**src/rtl/mem_pkg.sv**
```systemverilog
// ============================================================================
// Module   : mem_pkg
// Purpose  : Shared defaults, access FSM state encoding and lock entry type.
// Revision : 1.0
// ============================================================================
`default_nettype none

package mem_pkg;

    localparam int c_ncore_def = 2;
    localparam int c_nlock_def = 16;
    localparam int c_owner_w   = 4;

    typedef enum logic [1:0] {
        ST_IDLE      = 2'd0,
        ST_WRITE     = 2'd1,
        ST_READ_WAIT = 2'd2,
        ST_ACK       = 2'd3
    } acc_state_t;

    typedef logic [c_owner_w-1:0] owner_t;

    typedef struct packed {
        logic   held;
        owner_t owner;
    } lock_entry_t;

endpackage

`default_nettype wire

```
**src/rtl/lock_table.sv**
```systemverilog
// ============================================================================
// Module   : lock_table
// Purpose  : Per-entry held/owner table serving lock and unlock requests.
// Revision : 1.0
// ============================================================================
`default_nettype none

module lock_table
    import mem_pkg::*;
#(
    parameter int NCORE = c_ncore_def,
    parameter int NLOCK = c_nlock_def
) (
    input  logic                  clk,
    input  logic                  reset,
    input  logic [NCORE-1:0]      lock_en,
    input  logic [NCORE-1:0]      unlock_en,
    input  logic [NCORE-1:0][3:0] lock_adr,
    output logic [NCORE-1:0]      lock_ac
);

    lock_entry_t      r_tab   [NLOCK];
    lock_entry_t      w_tab_n [NLOCK];
    logic [NCORE-1:0] r_ack;
    logic [NCORE-1:0] w_ack_n;

    // Cores are visited in index order against the partially updated table,
    // so the lower index wins a contended free entry.
    always_comb begin
        w_tab_n = r_tab;
        w_ack_n = '0;
        for (int i = 0; i < NCORE; i++) begin
            if (!r_ack[i] && (lock_en[i] || unlock_en[i])) begin
                if (int'(lock_adr[i]) >= NLOCK) begin
                    w_ack_n[i] = 1'b1;
                end else if (unlock_en[i]) begin
                    w_ack_n[i] = 1'b1;
                    if (w_tab_n[lock_adr[i]].held &&
                        w_tab_n[lock_adr[i]].owner == owner_t'(i)) begin
                        w_tab_n[lock_adr[i]].held = 1'b0;
                    end
                end else if (!w_tab_n[lock_adr[i]].held ||
                             w_tab_n[lock_adr[i]].owner == owner_t'(i)) begin
                    w_tab_n[lock_adr[i]].held  = 1'b1;
                    w_tab_n[lock_adr[i]].owner = owner_t'(i);
                    w_ack_n[i]                 = 1'b1;
                end
            end
        end
    end

    always_ff @(posedge clk) begin
        if (reset) begin
            for (int k = 0; k < NLOCK; k++) begin
                r_tab[k] <= '0;
            end
            r_ack <= '0;
        end else begin
            r_tab <= w_tab_n;
            r_ack <= w_ack_n;
        end
    end

    assign lock_ac = r_ack;

endmodule

`default_nettype wire

```
**src/rtl/mem_responder.sv**
```systemverilog
// ============================================================================
// Module   : mem_responder
// Purpose  : Round-robin shared SRAM access responder plus lock table.
// Revision : 1.0
// ============================================================================
`default_nettype none

module mem_responder
    import mem_pkg::*;
#(
    parameter int NCORE = c_ncore_def,
    parameter int NLOCK = c_nlock_def
) (
    input  logic                   clk,
    input  logic                   reset,
    input  logic [NCORE-1:0]       main_mem_read_request,
    input  logic [NCORE-1:0]       main_mem_write_request,
    input  logic [NCORE-1:0][15:0] main_mem_read_adr,
    input  logic [NCORE-1:0][15:0] main_mem_write_adr,
    input  logic [NCORE-1:0][15:0] main_mem_write_dat,
    output logic [NCORE-1:0][15:0] main_mem_dat,
    output logic [NCORE-1:0]       main_mem_ac,
    input  logic [NCORE-1:0][3:0]  lock_adr,
    input  logic [NCORE-1:0]       lock_en,
    input  logic [NCORE-1:0]       unlock_en,
    output logic [NCORE-1:0]       lock_ac,
    output logic [15:0]            ram_adr,
    output logic [15:0]            ram_wdat,
    output logic                   ram_we,
    input  logic [15:0]            ram_rdat
);

    localparam int c_gw = (NCORE > 1) ? $clog2(NCORE) : 1;

    acc_state_t             r_state;
    acc_state_t             w_state_n;
    logic [c_gw-1:0]        r_grant;
    logic [c_gw-1:0]        w_grant_n;
    logic [c_gw-1:0]        r_last;
    logic [c_gw-1:0]        w_cand;
    logic [c_gw-1:0]        w_rr_idx;
    logic                   w_any;
    logic [NCORE-1:0]       w_req;
    logic [NCORE-1:0]       r_ac_mask;
    logic [NCORE-1:0]       w_ac;
    logic [NCORE-1:0][15:0] r_dat;

    // A core just acknowledged is still holding its request for one cycle.
    assign w_req = (main_mem_read_request | main_mem_write_request) & ~r_ac_mask;

    // Scan downwards so the requester nearest after r_last is the final pick.
    always_comb begin
        w_any    = 1'b0;
        w_cand   = r_last;
        w_rr_idx = '0;
        for (int k = NCORE; k >= 1; k--) begin
            w_rr_idx = c_gw'((int'(r_last) + k) % NCORE);
            if (w_req[w_rr_idx]) begin
                w_any  = 1'b1;
                w_cand = w_rr_idx;
            end
        end
    end

    always_comb begin
        w_state_n = r_state;
        w_grant_n = r_grant;
        ram_adr   = main_mem_read_adr[w_cand];
        ram_wdat  = main_mem_write_dat[r_grant];
        ram_we    = 1'b0;
        w_ac      = '0;
        case (r_state)
            ST_IDLE: begin
                if (w_any) begin
                    w_grant_n = w_cand;
                    w_state_n = main_mem_write_request[w_cand] ? ST_WRITE : ST_READ_WAIT;
                end
            end
            ST_WRITE: begin
                ram_we    = 1'b1;
                ram_adr   = main_mem_write_adr[r_grant];
                w_state_n = ST_ACK;
            end
            ST_READ_WAIT: begin
                ram_adr   = main_mem_read_adr[r_grant];
                w_state_n = ST_ACK;
            end
            ST_ACK: begin
                w_ac[r_grant] = 1'b1;
                w_state_n     = ST_IDLE;
            end
            default: w_state_n = ST_IDLE;
        endcase
    end

    always_ff @(posedge clk) begin
        if (reset) begin
            r_state   <= ST_IDLE;
            r_grant   <= '0;
            r_last    <= c_gw'(NCORE - 1);
            r_ac_mask <= '0;
            r_dat     <= '0;
        end else begin
            r_state   <= w_state_n;
            r_grant   <= w_grant_n;
            r_ac_mask <= w_ac;
            if (r_state == ST_READ_WAIT) begin
                r_dat[r_grant] <= ram_rdat;
            end
            if (r_state == ST_ACK) begin
                r_last <= r_grant;
            end
        end
    end

    assign main_mem_ac  = w_ac;
    assign main_mem_dat = r_dat;

    lock_table #(
        .NCORE (NCORE),
        .NLOCK (NLOCK)
    ) u_lock_table (
        .clk       (clk),
        .reset     (reset),
        .lock_en   (lock_en),
        .unlock_en (unlock_en),
        .lock_adr  (lock_adr),
        .lock_ac   (lock_ac)
    );

endmodule

`default_nettype wire

```
**config.mk**
```make
export PLATFORM = sky130hd
export DESIGN_NAME = mem_responder
export DESIGN_NICKNAME = d
export VERILOG_FILES = /design/src/rtl/mem_pkg.sv /design/src/rtl/lock_table.sv /design/src/rtl/mem_responder.sv
export SDC_FILE = /design/constraint.sdc
export NUM_CORES = 1
export LEC_CHECK = 0
export CAP_MARGIN = 20
export CORE_MARGIN = 4
export CORE_UTILIZATION = 35
export CTS_CLUSTER_SIZE = 30
export DETAILED_ROUTE_END_ITERATION = 7
export PLACE_DENSITY = 0.58
export SYNTH_ARGS = -nofsm -noshare
export SYNTH_HDL_FRONTEND = slang
export SYNTH_SLANG_ARGS = --single-unit
```
**constraint.sdc**
```tcl
create_clock -name clk -period 5 [get_ports clk]
set_clock_uncertainty 0.1 [all_clocks]
set_input_delay 1.5 -clock clk [delete_from_list [all_inputs] [get_ports clk]]
set_output_delay 1.5 -clock clk [all_outputs]
set_load 0.05 [all_outputs]
```
==> summary by stage <==
Power and ir drop
VDD sags by at most 0.0004333 V. The power share of the combinational group is 0.405. The share of total power dissipated in sequential elements is 0.269.

Power spread over the standard cell area amounts to 334.0 nW/um2. Cell internal power was estimated by the tool at 2.255 mW. The post-layout total power is 3.844 mW. The switching power as a share of total power is 0.4132.

Summed over all nets, the switching power comes to 1.588 mW. The total leakage power is 4.443 nW. Of the total power, the clock network draws 0.326.

Clocking
After clock tree synthesis, the clock-pin slew on the worst setup and hold paths is 60 ps. The cell at the root of the clock tree is clkbuf_16. The longest clock path from root to sink contains 2 buffers.

The worst-skew pair later-pin latency is 440 ps. The level count of the clock H-tree is 4. The clock tree from TritonCTS is done.

The CTS buffer count is 17. Clock tree synthesis found a total of 120 sinks.

Global routing
The remaining global-route overflow is 0. The global-route usage over all layers is 0.2757. Entering global routing, the biggest net connects 121 pins. The global-route wire length before repair is 49.90 mm. The initial antenna violation count is 0. The number of global-route vias before repair was 8240.

Synth
The average footprint of a synthesized cell is 8.151 um2. In this run, synthesis produced a sequential element count of 120. The number of enable flip-flop cells after synthesis is 0. The summed instance area of the synthesized netlist is 7336 um2. The Yosys warning count is 0. By area the synthesized netlist is led by dfxtp_1 33%, mux2_2 7.8%, nand2_1 6.7%. The net count after synthesis is 1034. The number of library cell types mapped by synthesis is 75. The biggest area contributor in the post-synthesis netlist is dfxtp_1. The share of synthesized area occupied by flip-flops and latches is 0.3275. The area share of the largest cell type after synthesis is 0.3275. The cell count after synthesis came out at 900.

After synthesis, the share of flip-flops with an asynchronous set or reset is 0. For this run, the leading register cell type out of synthesis is dfxtp_1.

Place
The congestion estimate from routability-driven global placement came to 1.044. The total placed cells including tap cells is 1450. In this run the tool buffered the top-level ports with 198 buffer cells.

The pre-CTS worst setup slack is -984.1 ps. The HPWL after detailed placement is 26.32 mm. The placed instances occupy a cell area of 10570 um2.

Cells and area
After the flow finishes, the layout carries non-filler instances totaling 1499. The number of nets at the end of the flow is 1350. Of the cells placed in the final design, the portion with a size suffix greater than 1 is 0.2758.

The area added between synthesis and finish is 56.87%. The repair_antennas step left the layout with diodes totalling 0. The cell area after layout is 11510 um2.

Critical path
The setup path with the least slack is of type in2reg. The sort of element at the end of the critical path is a register. STA puts the critical path data arrival time at 5150 ps.

Data on the critical path is required at its endpoint by 5240 ps. The largest driver fanout on the critical path is 7. STA classifies the critical path startpoint as an input pin.

STA
The smallest setup slack after layout is 83.66 ps. The achievable frequency is 203.4 MHz. The part of the cycle the worst path needs is 0.9833. The worst-case headroom to the max-slew limit is 0.3849.

The final count of pins violating max slew came to 0. The worst path in the final design needs a cycle of 4916 ps, including I/O delays and setup. Setup violations remaining at the end of the flow were counted as 0.

The worst-case hold slack is 351.0 ps. The slew at the pin with the worst max-slew slack is 922.7 ps. The number of hold violations in the final report is 0.

Floorplanning
The core region is 20430 um2. The number of placement rows is 52. The starting density of the core is 0.3591. The number of top-level design ports is 199.

From left edge to right edge, the die measures 152.8 um. The die covers 23340 um2. The die is 152.8 um tall.

Route
In the routed layout, each cell is associated on average with a via count of 5.825. The post-route DRC violation count is 0. Summing over every cut layer, the via total after detailed routing is 8731. In this run, the number of DRC markers left after iteration 0 of detailed routing was 868. Dividing the detail-routed wire length by the instance count gives 22.82 um. Once detail routing completed, the nets flagged for antenna violations numbered 0. The pre-antenna-repair detailed-routing pass consisted of 5 iterations. The overall routed net length is 34.21 mm.

Hold path
The worst min-delay path category is reg2reg.

Flow run
Across the run, the number of max-cap violations was 0.

Outcome
The flow ran to the end, and the final reports show no timing, DRC or antenna violations.
## critical path, stage by stage
cell             delay (ps)
clkdlybuf4s50_1         520
buf_6                   150
and4b_2                 290
a21oi_1                  90
a21o_1                  190
a2111oi_4               370
o221ai_2                160
a2111oi_2               320
o21ai_1                 150
buf_4                   170
a2111oi_4               260
buf_4                   190
buf_4                   120
clkbuf_16               140
o2111ai_1               130
buf_4                   180
a211oi_1                210
## metal layers
layer  global-route usage  wire length (um)  up-vias
met1               0.3255             12980     4100
met2               0.4677             16300      501
li1                     -                 -     4017
met5                    0                 0        -
met3              0.07782              3244      113
met4               0.1209              1688        0
## layout make-up
type                            count  area, um2
Inverter                           13      48.80
Tap cell                          270      337.8
Timing Repair Buffer              366       3331
Multi-Input combinational cell    698       4782
Sequential cell                   120       2404
Clock buffer                       17      425.4
Fill cell                        1905       8922
Clock inverter                     15      178.9
## placed cells by master (no fill, tap or decap), types with 6 or more instances in the layout
master / n
nor3_1: 18
o21bai_1: 6
and4b_1: 42
a21oi_1: 77
nor2b_1: 25
nor2_1: 57
a211oi_1: 21
o211ai_1: 7
mux2_2: 51
a221oi_1: 17
clkdlybuf4s50_1: 163
clkbuf_16: 18
nand2_1: 130
o22ai_1: 16
buf_4: 183
o21ai_0: 19
nand3_1: 33
o21ai_1: 6
a22oi_1: 19
buf_12: 9
nand2b_1: 13
dfxtp_1: 119
inv_1: 13
and2_1: 6
a21oi_2: 11
a31oi_1: 9
mux4_2: 6
## power by group through the flow
stage / logic (mW) / clock network, mW / registers, mW
after floorplan: 0.855 / 0 / 1.10
after global placement: 1.51 / 0 / 1.05
after detailed placement: 1.51 / 0 / 1.05
after CTS: 1.52 / 1.27 / 1.03
after global routing: 1.62 / 1.31 / 1.04
final: 1.56 / 1.25 / 1.03
## flip-flops by register name, indices dropped and copies added, names as in the netlist
signal,flops
r_state,2
u_lock_table.lock_ac,2
r_last,1
main_mem_dat,32
u_lock_table.r_tab,80
r_grant,1
r_ac_mask,2
## path summary, 6_finish.rpt
| path | from | end | slack [ps] | cells past startpoint |
|---|---|---|---|---|
| hold / removal | main_mem_dat[15] | main_mem_dat[15] | 350 | 2 |
| setup reg to reg | u_lock_table.r_tab[70] | u_lock_table.r_tab[49] | 1000 | 17 |
| setup / recovery | lock_en[0] | u_lock_table.r_tab[64] | 80 | 17 |
| hold reg to reg | main_mem_dat[15] | main_mem_dat[15] | 350 | 2 |
## cell families (layout without fill, tap and decap cells)
group                    after synthesis  count (layout)  synth area share
buffers and inverters                 82             411           0.04537
flip-flops                           120             120            0.3275
adder cells (fa/ha/maj)                4               4          0.006823
AO/OA/AOI/OAI                        255             255            0.2340
XOR/XNOR                               2               2          0.002388
multiplexers                          61              61            0.1022
AND/OR/NAND/NOR                      376             376            0.2818
## through the flow
stage	utilization	setup TNS (ps)
detailed placement	0.5175	-59280
global route	0.5633	-1126
global placement	0.5175	-55440
floorplan	-	0
CTS	0.5491	0
finish	0.5633	0
## Yosys cell counts (all sizes together), types with 10 or more instances
library cell    n
nand2         130
dfxtp         120
a21oi          88
nor2           58
clkbuf         53
mux2           51
and4b          43
nand3          34
nor2b          27
o21ai          26
a211oi         23
nor3           21
a22oi          19
a221oi         17
o22ai          17
buf            16
inv            13
nand2b         13
a31oi          10
## timing repair
item	4_1_cts	5_1_grt
gates cloned	0	1
hold buffers	0	0
endpoints found under the setup margin	81	86
setup buffers	2	12
pin swaps	2	10
hold endpoints to repair	0	0
gates resized for setup	10	34
Note: power is estimated with default switching activity, not from simulation.
